<file path="config.mk">
export PLATFORM = sky130hd
export DESIGN_NAME = gate_identifier
export DESIGN_NICKNAME = d
export VERILOG_FILES = /design/src/rtl/gate_id_pkg.sv /design/src/rtl/gate_tt_decoder.sv /design/src/rtl/gate_identifier.sv
export SDC_FILE = /design/constraint.sdc
export NUM_CORES = 1
export LEC_CHECK = 0
export ABC_AREA = 0
export CAP_MARGIN = 40
export CORE_AREA = 3 3 92 50
export DETAILED_ROUTE_END_ITERATION = 12
export DIE_AREA = 0 0 95 53
export GPL_TIMING_DRIVEN = 0
export HOLD_SLACK_MARGIN = 0.03
export PLACE_DENSITY = 0.64
export REMOVE_ABC_BUFFERS = 1
export SETUP_SLACK_MARGIN = 0.2
export SKIP_CTS_REPAIR_TIMING = 1
export SLEW_MARGIN = 20
export SYNTH_ARGS = -nofsm -noshare
export SYNTH_HDL_FRONTEND = slang
export SYNTH_SLANG_ARGS = --single-unit
</file>
<file path="constraint.sdc">
create_clock -name clk -period 5.66 [get_ports clk]
set_input_delay 0.566 -clock clk [delete_from_list [all_inputs] [get_ports clk]]
set_output_delay 0.566 -clock clk [all_outputs]
set_load 0.005 [all_outputs]
</file>
<file path="src/rtl/gate_id_pkg.sv">
// Shared types and constants for the gate identifier: FSM states, gate codes
// and the reference truth tables, indexed as truth[{a,b}].
package gate_id_pkg;

  typedef enum logic [1:0] {
    IDLE   = 2'd0,
    DRIVE  = 2'd1,
    DECODE = 2'd2,
    DONE   = 2'd3
  } state_t;

  localparam logic [2:0] GC_AND     = 3'd0;
  localparam logic [2:0] GC_OR      = 3'd1;
  localparam logic [2:0] GC_NAND    = 3'd2;
  localparam logic [2:0] GC_NOR     = 3'd3;
  localparam logic [2:0] GC_XOR     = 3'd4;
  localparam logic [2:0] GC_XNOR    = 3'd5;
  localparam logic [2:0] GC_UNKNOWN = 3'd7;

  localparam logic [3:0] TT_AND  = 4'b1000;
  localparam logic [3:0] TT_OR   = 4'b1110;
  localparam logic [3:0] TT_NAND = 4'b0111;
  localparam logic [3:0] TT_NOR  = 4'b0001;
  localparam logic [3:0] TT_XOR  = 4'b0110;
  localparam logic [3:0] TT_XNOR = 4'b1001;

  // True when a code names one of the six recognised gates.
  function automatic logic code_is_known(input logic [2:0] code);
    return code <= GC_XNOR;
  endfunction

endpackage

</file>
<file path="src/rtl/gate_tt_decoder.sv">
// Combinational lookup from a captured 2-input truth table to a gate code;
// anything outside the six known patterns reports unknown.
module gate_tt_decoder
  import gate_id_pkg::*;
(
  input  logic [3:0] truth,
  output logic [2:0] code,
  output logic       valid
);

  always_comb begin
    code = GC_UNKNOWN;
    case (truth)
      TT_AND:  code = GC_AND;
      TT_OR:   code = GC_OR;
      TT_NAND: code = GC_NAND;
      TT_NOR:  code = GC_NOR;
      TT_XOR:  code = GC_XOR;
      TT_XNOR: code = GC_XNOR;
      default: code = GC_UNKNOWN;
    endcase
    valid = code_is_known(code);
  end

endmodule

</file>
<file path="src/rtl/gate_identifier.sv">
// Characterises an external 2-input gate by walking {a_out,b_out} through all
// four combinations, capturing y_in for each and decoding the truth table.
module gate_identifier
  import gate_id_pkg::*;
#(
  parameter int SETTLE = 1,
  parameter int CW     = 4
) (
  input  logic       clk,
  input  logic       rst_n,
  input  logic       start,
  input  logic       abort,
  input  logic       y_in,
  output logic       a_out,
  output logic       b_out,
  output logic       busy,
  output logic       done,
  output logic [3:0] truth,
  output logic [2:0] gate_code,
  output logic       valid
);

  localparam logic [CW-1:0] SETTLE_LAST = CW'(SETTLE);

  state_t        state;
  logic [1:0]    idx;
  logic [CW-1:0] cnt;
  logic [2:0]    dec_code;
  logic          dec_valid;

  gate_tt_decoder u_decoder (
    .truth (truth),
    .code  (dec_code),
    .valid (dec_valid)
  );

  // Each stimulus is held SETTLE+1 cycles; y_in is captured on the edge
  // that closes the window, which is also the edge that moves the stimulus.
  always_ff @(posedge clk or negedge rst_n) begin
    if (!rst_n) begin
      state     <= IDLE;
      idx       <= 2'd0;
      cnt       <= '0;
      a_out     <= 1'b0;
      b_out     <= 1'b0;
      busy      <= 1'b0;
      done      <= 1'b0;
      truth     <= 4'b0000;
      gate_code <= GC_UNKNOWN;
      valid     <= 1'b0;
    end else begin
      done <= 1'b0;
      case (state)
        IDLE: begin
          if (start && !abort) begin
            idx   <= 2'd0;
            cnt   <= '0;
            a_out <= 1'b0;
            b_out <= 1'b0;
            truth <= 4'b0000;
            busy  <= 1'b1;
            state <= DRIVE;
          end
        end

        DRIVE: begin
          if (abort) begin
            state     <= IDLE;
            busy      <= 1'b0;
            a_out     <= 1'b0;
            b_out     <= 1'b0;
            gate_code <= GC_UNKNOWN;
            valid     <= 1'b0;
          end else if (cnt == SETTLE_LAST) begin
            truth[idx] <= y_in;
            cnt        <= '0;
            if (idx == 2'd3) begin
              a_out <= 1'b0;
              b_out <= 1'b0;
              state <= DECODE;
            end else begin
              idx            <= idx + 2'd1;
              {a_out, b_out} <= idx + 2'd1;
            end
          end else begin
            cnt <= cnt + 1'b1;
          end
        end

        DECODE: begin
          // Abort still wins here; otherwise publish the result.
          if (abort) begin
            state     <= IDLE;
            busy      <= 1'b0;
            gate_code <= GC_UNKNOWN;
            valid     <= 1'b0;
          end else begin
            gate_code <= dec_code;
            valid     <= dec_valid;
            busy      <= 1'b0;
            done      <= 1'b1;
            state     <= DONE;
          end
        end

        DONE: begin
          state <= IDLE;
        end

        default: begin
          state <= IDLE;
        end
      endcase
    end
  end

endmodule

</file>
## Word-level counts from Yosys, hierarchy flattened

Index checks and enable logic that the tools add are counted.

| storage, ports and cells | value |
|---|---|
| logic and storage cells | 88 |
| output and inout bits | 12 |
| flip-flop bits (word level) | 20 |

| cells by class | value |
|---|---|
| muxes and demuxes | 41 |
| add/subtract/negate cells | 2 |
| equal/unequal tests | 18 |
| order comparisons | 3 |
| reductions and logical operators | 14 |

Operators by type and width:

| cell | count |
|---|---|
| 4-bit two-way mux | 5 |
| 2-bit two-way mux | 9 |
| 3-bit one-hot mux with 6 select lines | 1 |
| 4-bit one-hot mux with 2 select lines | 2 |
| 1-bit two-way mux | 13 |
| 4-bit == test, second input constant | 3 |
| 3-bit AND reduction | 4 |
| 2-bit inequality test, second input constant | 5 |
| 4-bit by 1-bit == test with 1-bit output, second input constant | 2 |
| 4-bit by 3-bit == test with 1-bit output, second input constant | 2 |
| 2-bit one-hot mux with 4 select lines | 1 |
| 2-bit == test, second input constant | 3 |
| 3-bit two-way mux | 2 |
| 3-bit inequality test, second input constant | 2 |
| 1-bit one-hot mux with 2 select lines | 3 |
| 3-bit one-hot mux with 2 select lines | 1 |
| 5-bit AND reduction | 1 |
| 4-bit by 1-bit adder with 4-bit output, second input constant | 1 |
| 4-bit bitwise mux | 1 |
| 2-bit one-hot mux with 2 select lines | 1 |
| 4-bit AND reduction | 1 |
| 2-bit nonzero test | 2 |
| 3-bit less-or-equal comparator, second input constant | 1 |
| 2-bit by 3-bit < comparator with 1-bit output, second input constant | 1 |
| 10 further kinds | 11 |

## Longest topological paths before layout

| logic depth | value |
|---|---|
| depth after elaboration | 8 |
| depth in mapped cells | 6 |
| mapped depth without buffers | 5 |

## Cells and area by module

From an unflattened synthesis, not the netlist that was laid out.

| second synthesis, totals | value |
|---|---|
| cells, all modules | 140 |
| area total of the unflattened synthesis | 1,270.0 µm² |

By module, submodules not included:

| module | cells an instance | times used | area each (µm²) | seq. area each (µm²) |
|---|---|---|---|---|
| gate_identifier | 130 | 1 | 1,203.7 | 504.2 |
| gate_tt_decoder | 10 | 1 | 66.3 | 0.0 |

## Worst setup path after synthesis

OpenSTA, ideal clock, no wires.

| timing | value |
|---|---|
| path type | register -> register |
| from | register state[0] |
| to | register cnt[0] |
| setup slack | 3.798 ns |
| cell stages (with the launch flop) | 7 |
| path buffers | 1 |
| data arrival time | 1.737 ns |
| path through | dfrtp_1 -> inv_1 -> ha_1 -> mux2i_1 -> or2_1 -> buf_6 -> mux2_4 |

| on the way | value |
|---|---|
| cells in the longest elaborated chain, start to end | 3 |
| elaborated cells on any way between the ends | 7 |
| classes of those cells | eq/ne (3); mux (1); reduce/logical (3) |

Ends and longest elaborated chain:

| item | line | source |
|---|---|---|
| from (decl) | gate_identifier.sv:25 | `state_t state;` |
| from (signal assigned) | gate_identifier.sv:41 | `state <= IDLE;` |
| from (signal assigned) | gate_identifier.sv:62 | `state <= DRIVE;` |
| from (signal assigned) | gate_identifier.sv:68 | `state <= IDLE;` |
| 2-bit by 1-bit == test with 1-bit output / 2-bit logical NOT (equally long branches) | gate_identifier.sv:53 | `case (state)` |
| 2-bit inequality test (no line) / 2-bit nonzero test (equally long branches) | -- |  |
| 3-bit AND reduction (no line) | -- |  |
| to (signal assigned) | gate_identifier.sv:86 | `cnt <= cnt + 1'b1;` |
| to (decl) | gate_identifier.sv:27 | `logic [CW-1:0] cnt;` |

Parallel ways exist; a longest one is shown, timed or not.
A chain may end at the register's enable or synchronous reset.

## Final worst setup path

| timing | value |
|---|---|
| from | register state[1] |
| to | register truth[3] |

| on the way | value |
|---|---|
| cells in the longest elaborated chain, start to end | 3 |
| elaborated cells on any way between the ends | 8 |
| classes of those cells | eq/ne (4); mux (1); reduce/logical (3) |

Ends and longest elaborated chain:

| item | line | source |
|---|---|---|
| 2-bit by 1-bit == test with 1-bit output / 2-bit logical NOT (equally long branches) | gate_identifier.sv:53 |  |
| 2-bit inequality test (no line) / 2-bit nonzero test (equally long branches) | -- |  |
| 4-bit AND reduction (no line) | -- |  |
| to (signal, indexed assignment) | gate_identifier.sv:75 | `truth[idx] <= y_in;` |
| to (decl) | gate_identifier.sv:18 | `output logic [3:0] truth,` |

Parallel ways exist; a longest one is shown, timed or not.

==> impl_metrics.toml <==
[placed_design]
dp_hpwl_mm = 2.107
place.gp.congestion = 0.7844
pre_cts_slack_ns = 3.083
io_buffers = 16

[sta]
final-hold-violation-count = 0
slew_headroom_pct = 49.73
setup_slack_ns = 3.063
setup_viol = 0
drv_slew = 0
finalSetupTns_ns = 0
fin_worst_skew_ns = 0.006271
min_period_over_period_pct = 45.87
tightest_slew_ns = 0.7541
fmaxAchievable_ghz = 0.3851
rsz0062_at_grt = "no"
period_minus_slack_ns = 2.597

[synthesis]
synth_compound_area_share_pct = 19.43
yosysWarnings = 0
synth_xor_area_share_pct = 1.321
avgSynthCellArea_um2 = 10.44
synth_top_flop_cell = "dfrtp_1"
synthAdderAreaFrac_pct = 10.38
synthArstFlopShare_pct = 100.0
synth_cells = 127
synth_seq_cells = 20
synth-simple-area-share_pct = 22.55
ys_types = 50
ys_seq_area_share_pct = 38.02
synth.mux.area_fraction_pct = 4.245
netlist_area_um2 = 1326
synth_edf_count = 0
synth_top_family_by_area = "simple AND/OR/NAND/NOR gates"

[power]
p_leak_nw = 0.6862
p_total_mw = 0.8232
power.density_nw_per_um2 = 510.4
peakVddDrop_v = 0.0002328

[critical_path]
worstSetupStartpointType = "flop"
cp_max_fo = 23
arrival_ns = 2.75
reg2regPathDepth = 5
cp-end-kind = "flop"
crit_required_ns = 5.82
worst-setup-path-type = "flop to flop"

[global_route]
grt_usage_pct = 12.67
antenna_found_initial = 0
grt_pass1_wl_mm = 4.940
grt_pass1_vias = 1002
gr-total-overflow = 0
grt_start_max_net_pins = 24

[detailed_routing]
wl_met1_mm = 1.413
drt_first_pass_iters = 5
vias = 1039
drc_errors = 0
route.met3.wl_um = 59
top_layer_used = "met4"
postRouteAntennaNets = 0
wire_per_inst_um = 14.20
dr_wl_met2_mm = 1.294
drt_iter0_drc = 46
wl_mm = 2.798
viasPerCell = 5.274

[cells_and_area]
ff_latch_area_um2 = 504.2
final_util_pct = 41.74
fin_nets = 160
areaGrowthSynthToFinish_pct = 21.60
multi_input_area_um2 = 768.2
drive_gt1_share_pct = 13.99
nFillCells = 371
n_antenna_cell = 0

[clock_network]
root_buffer = "clkbuf_8"
cts.sinks = 20
cts_buffer_depth = 2
htree_levels = 1
worstSkewPairLatency_ns = 0.26
cts_tree = "built"
clkTransAtPathRegs_ns = 0.08
cts_buffers = 3

[hold_path]
min_path_type = "flop to flop"
holdPathStages = 1

[die]
die_y_um = 53
start_util_pct = 34.33
die_w_um = 95
io_pins = 17
core_area_um2 = 3864
row_count = 16
dieArea_um2 = 5035

[flow_run]
max_cap_violations = 0

[run_status]
status = "finished clean"
-- registers in the layout (all words and copies together) (netlist names), 2 cells and up --
name and count:
cnt 4, gate_code 3, truth 4, idx 2
state 2
-- synth_stat cells, types with 2 or more instances --
| cell | number | area share [%] |
|---|---|---|
| inv_1 | 7 | 2.0 |
| a211oi_1 | 3 | 1.7 |
| o21bai_1 | 2 | 1.1 |
| nor2_1 | 4 | 1.1 |
| or4bb_1 | 3 | 2.5 |
| mux2i_1 | 3 | 2.3 |
| nor3_1 | 3 | 1.1 |
| clkbuf_1 | 3 | 0.85 |
| dfstp_2 | 3 | 5.9 |
| nand2_1 | 3 | 0.85 |
| and3_1 | 3 | 1.4 |
| nand3_1 | 3 | 1.1 |
| nand2b_1 | 3 | 1.4 |
| ha_1 | 11 | 10 |
| dfrtp_1 | 17 | 32 |
| a21oi_1 | 5 | 1.9 |
| a211o_1 | 3 | 2.0 |
| o21ai_0 | 8 | 3.0 |
| nor4_1 | 3 | 1.4 |
| nand3b_1 | 2 | 1.1 |
| o311ai_2 | 2 | 2.5 |
| o22ai_1 | 3 | 1.4 |
| nor2b_1 | 3 | 1.4 |
-- where the power goes --
group / switching, mW / internal (mW) / total, mW / leakage [nW]
Combinational: 0.204 / 0.204 / 0.408 / 0.404
Clock: 0.0501 / 0.0945 / 0.145 / 0.0357
Sequential: 0.0710 / 0.200 / 0.271 / 0.246
-- placed cells by master, fill, tap and decap left out, types with 2 or more instances in the layout --
| cell | n |
|---|---|
| dfrtp_1 | 17 |
| clkdlybuf4s50_1 | 16 |
| ha_1 | 11 |
| o21ai_0 | 8 |
| inv_1 | 7 |
| a21oi_1 | 5 |
| nor2_1 | 4 |
| nor2b_1 | 3 |
| mux2i_1 | 3 |
| a211oi_1 | 3 |
| nor3_1 | 3 |
| nand2b_1 | 3 |
| nand2_1 | 3 |
| nand3_1 | 3 |
| or4bb_1 | 3 |
| nor4_1 | 3 |
| and3_1 | 3 |
| a211o_1 | 3 |
| o22ai_1 | 3 |
| clkbuf_8 | 3 |
| dfstp_2 | 3 |
| o311ai_2 | 2 |
| o21bai_1 | 2 |
| nand3b_1 | 2 |
-- logic make-up after synthesis --
family / count (synthesis)
mux: 5
buf+inv: 12
xor+xnor: 2
flops: 20
fa+ha+maj: 11
simple gates: 43
compound gates: 34
-- final timing paths --
path                           from           end  slack (ns)
max                        state[1]      truth[3]        3.06
min                           b_out         b_out        0.48
max reg2reg                state[1]      truth[3]        3.06
min reg2reg                   b_out         b_out        0.48
max in group asynchronous     rst_n  gate_code[2]        4.53
min in group asynchronous     rst_n        idx[0]        0.61
-- layer usage --
metal  up-vias  track usage (%)
met2         8            20.07
met3         5            3.267
met1       520            17.35
met5         -                0
li1        506                -
met4         0            2.871
-- stage by stage --
stage | hold WS (ns) | instance area, um^2 | cells
final | 0.4828 | 1613 | 197
after global routing | 0.4942 | 1613 | 197
after CTS | 0.4871 | 1613 | 197
after detailed placement | 0.4671 | 1541 | 193
after global placement | 0.4656 | 1526 | 192
after floorplan | 0.2704 | 1299 | 122
-- critical path, cell delays in order (launching register included) --
cell and delay [ns]:
dfrtp_1 0.42, inv_1 0.11, ha_1 0.66, mux2i_1 0.42, or2_1 0.49, o32a_1 0.38
-- cell type report --
cell class | instances | area share [%]
inverter | 7 | 1.629
clock buffer | 3 | 2.560
multi-input combinational | 95 | 47.63
sequential | 20 | 31.26
timing repair buffer | 17 | 10.86
tap | 54 | 4.189
clock inverter | 1 | 1.862
No activity file was read; power rests on OpenSTA's default activity.
==> edit (same flow settings) <==
`CW`: 4 -> 6.
--- a/src/rtl/gate_identifier.sv
+++ b/src/rtl/gate_identifier.sv
@@ -4,7 +4,7 @@
   import gate_id_pkg::*;
 #(
   parameter int SETTLE = 1,
-  parameter int CW     = 4
+  parameter int CW     = 6
 ) (
   input  logic       clk,
   input  logic       rst_n,
Function: no difference found for any inputs over 10 cycles, from zero or initial values and one cycle with rst_n low; that may be too few to reach the edited logic, so the function may still have changed.
==> edit against the unedited design <==
Setup slack improved by 200 ps; sequential cell count rose by 2; total power rose by 0.94%; die area did not move; cell area fell by 0.85%; combinational power rose by 6.4%; wire length rose by 2.3%; area after synthesis rose by 1.2%.
==> edit: results (changes against the unedited design) <==
Detailed routing
  • Drt via density: 5.18 (-1.7%)
  • Top sig layer: met3
  • First drt pass iteration count: 4 (-1)
  • DRT iter0 DRCs: 43 (-6.5%)
  • Metal1 wirelength: 1340 microns (-5.3%)

Synth
  • Synth cell count leaders: 19 x dfrtp_1, 17 x o21ai_0, 11 x ha_1, 9 x inv_1, 8 x nand2_1
  • Netlist cell types: 41 (-18%)
  • Top cells by area, synth: dfrtp_1 35%, ha_1 10%, o21ai_0 6.3%
  • Seq/Total Area, Yosys: 41.3% (+3.3 points)

Finish
  • Nets: 170 (+6.3%)
  • Fraction of layout cells with a size suffix above 1: 8.50% (-5.5 points)
  • Fillers: 368 (-0.81%)

STA
  • Clk_skew: 3.49 ps (-2.78 ps)
  • Relative slew slack: 58.2% (+8.5 points)

Worst setup path
  • Worst Path Max Fanout: 19 (-17%)
  • CP delay by family, top: compound AO/OA/AOI/OAI gates
  • R2R setup slack: 3270 ps (+200 ps)
  • Critical path arrival: 2570 ps (-180 ps)
  • Crit path largest cell delay: 580 ps (-80 ps)
  • R2r endpoint: cnt[4]$_DFFE_PN0P_
  • Worst R2R Path Depth: 6 (+1)

GRT
  • Gr usage total: 12.7% (+0.059 points)
  • Pin count of the biggest net entering global routing: 20 (-17%)
  • Vias in the first global route: 1070 (+6.8%)
  • First-pass GRT wire length: 5040 microns (+2.1%)

Outcome
  • Status: completed

Place
  • GPL Wtd Cong: 0.836 (+6.6%)
  • DP HPWL: 2130 microns (+1.2%)

Power and ir drop
  • LEAKAGE: 0.667 nW (-2.8%)
  • Worst VDD drop: 109 uV (-53%)

CTS
  • Clk Latency, worst-skew pair: 260 ps (about the same)
-- edit: how the worst min path moves through the flow --
| stage | from | end | cells after the start |
|---|---|---|---|
| floorplan | rst_n | a_out$_DFFE_PN0P_ | 0 |
| global placement | cnt[5]$_DFFE_PN0P_ | cnt[5]$_DFFE_PN0P_ | 1 |
| detailed placement | cnt[5]$_DFFE_PN0P_ | cnt[5]$_DFFE_PN0P_ | 1 |
| CTS | cnt[5]$_DFFE_PN0P_ | cnt[5]$_DFFE_PN0P_ | 1 |
| global route | b_out$_DFFE_PN0P_ | b_out$_DFFE_PN0P_ | 1 |
| finish | cnt[5]$_DFFE_PN0P_ | cnt[5]$_DFFE_PN0P_ | 1 |
-- edit: worst register-to-register path, cell delays in order, from the launching register on --
cell and delay [ps]:
dfrtp_1 410, inv_1 130, ha_1 580, nand2b_1 260
a21oi_1 360, o21ai_0 280, o31ai_1 280
-- edit: kinds of logic (layout without fill, tap and decap cells) --
logic type	after synthesis	count (layout)	synth area share [%]
flops	22	22	41.3
buf+inv	15	30	4.85
xor+xnor	2	2	1.30
fa+ha+maj	11	11	10.3
mux	7	7	5.22
compound gates	43	43	20.5
simple gates	38	38	16.6
-- edit: power by group --
group	internal [mW]	switching, mW	total, mW
clock network	0.0502	0.0490	0.0992
registers	0.224	0.0738	0.298
logic	0.211	0.223	0.434
-- edit: final cells by class --
cell class / count / share of cell area (%)
inverter: 9 / 2.11
multi-input combinational: 101 / 45.2
sequential: 22 / 34.7
timing repair buffer: 17 / 11.0
clock buffer: 4 / 2.82
tap: 54 / 4.23
-- edit: per-stage QoR --
| step | util, % | instances | setup slack, ps | cell area (sq um) | hold WS, ps |
|---|---|---|---|---|---|
| finish | 41.4 | 207 | 3270 | 1600 | 502 |
| global route | 41.4 | 207 | 2980 | 1600 | 527 |
| floorplan | - | 132 | 3760 | 1310 | 270 |
| CTS | 41.4 | 207 | 3270 | 1600 | 499 |
| detailed placement | 40.2 | 203 | 3150 | 1550 | 488 |
| global placement | 39.8 | 202 | 3180 | 1540 | 479 |
-- edit: routing by layer --
layer / vias up / global-route usage (%)
met5: - / 0
met4: 0 / 1.44
met3: 0 / 3.13
met2: 18 / 24.0
met1: 524 / 15.2
li1: 531 / -
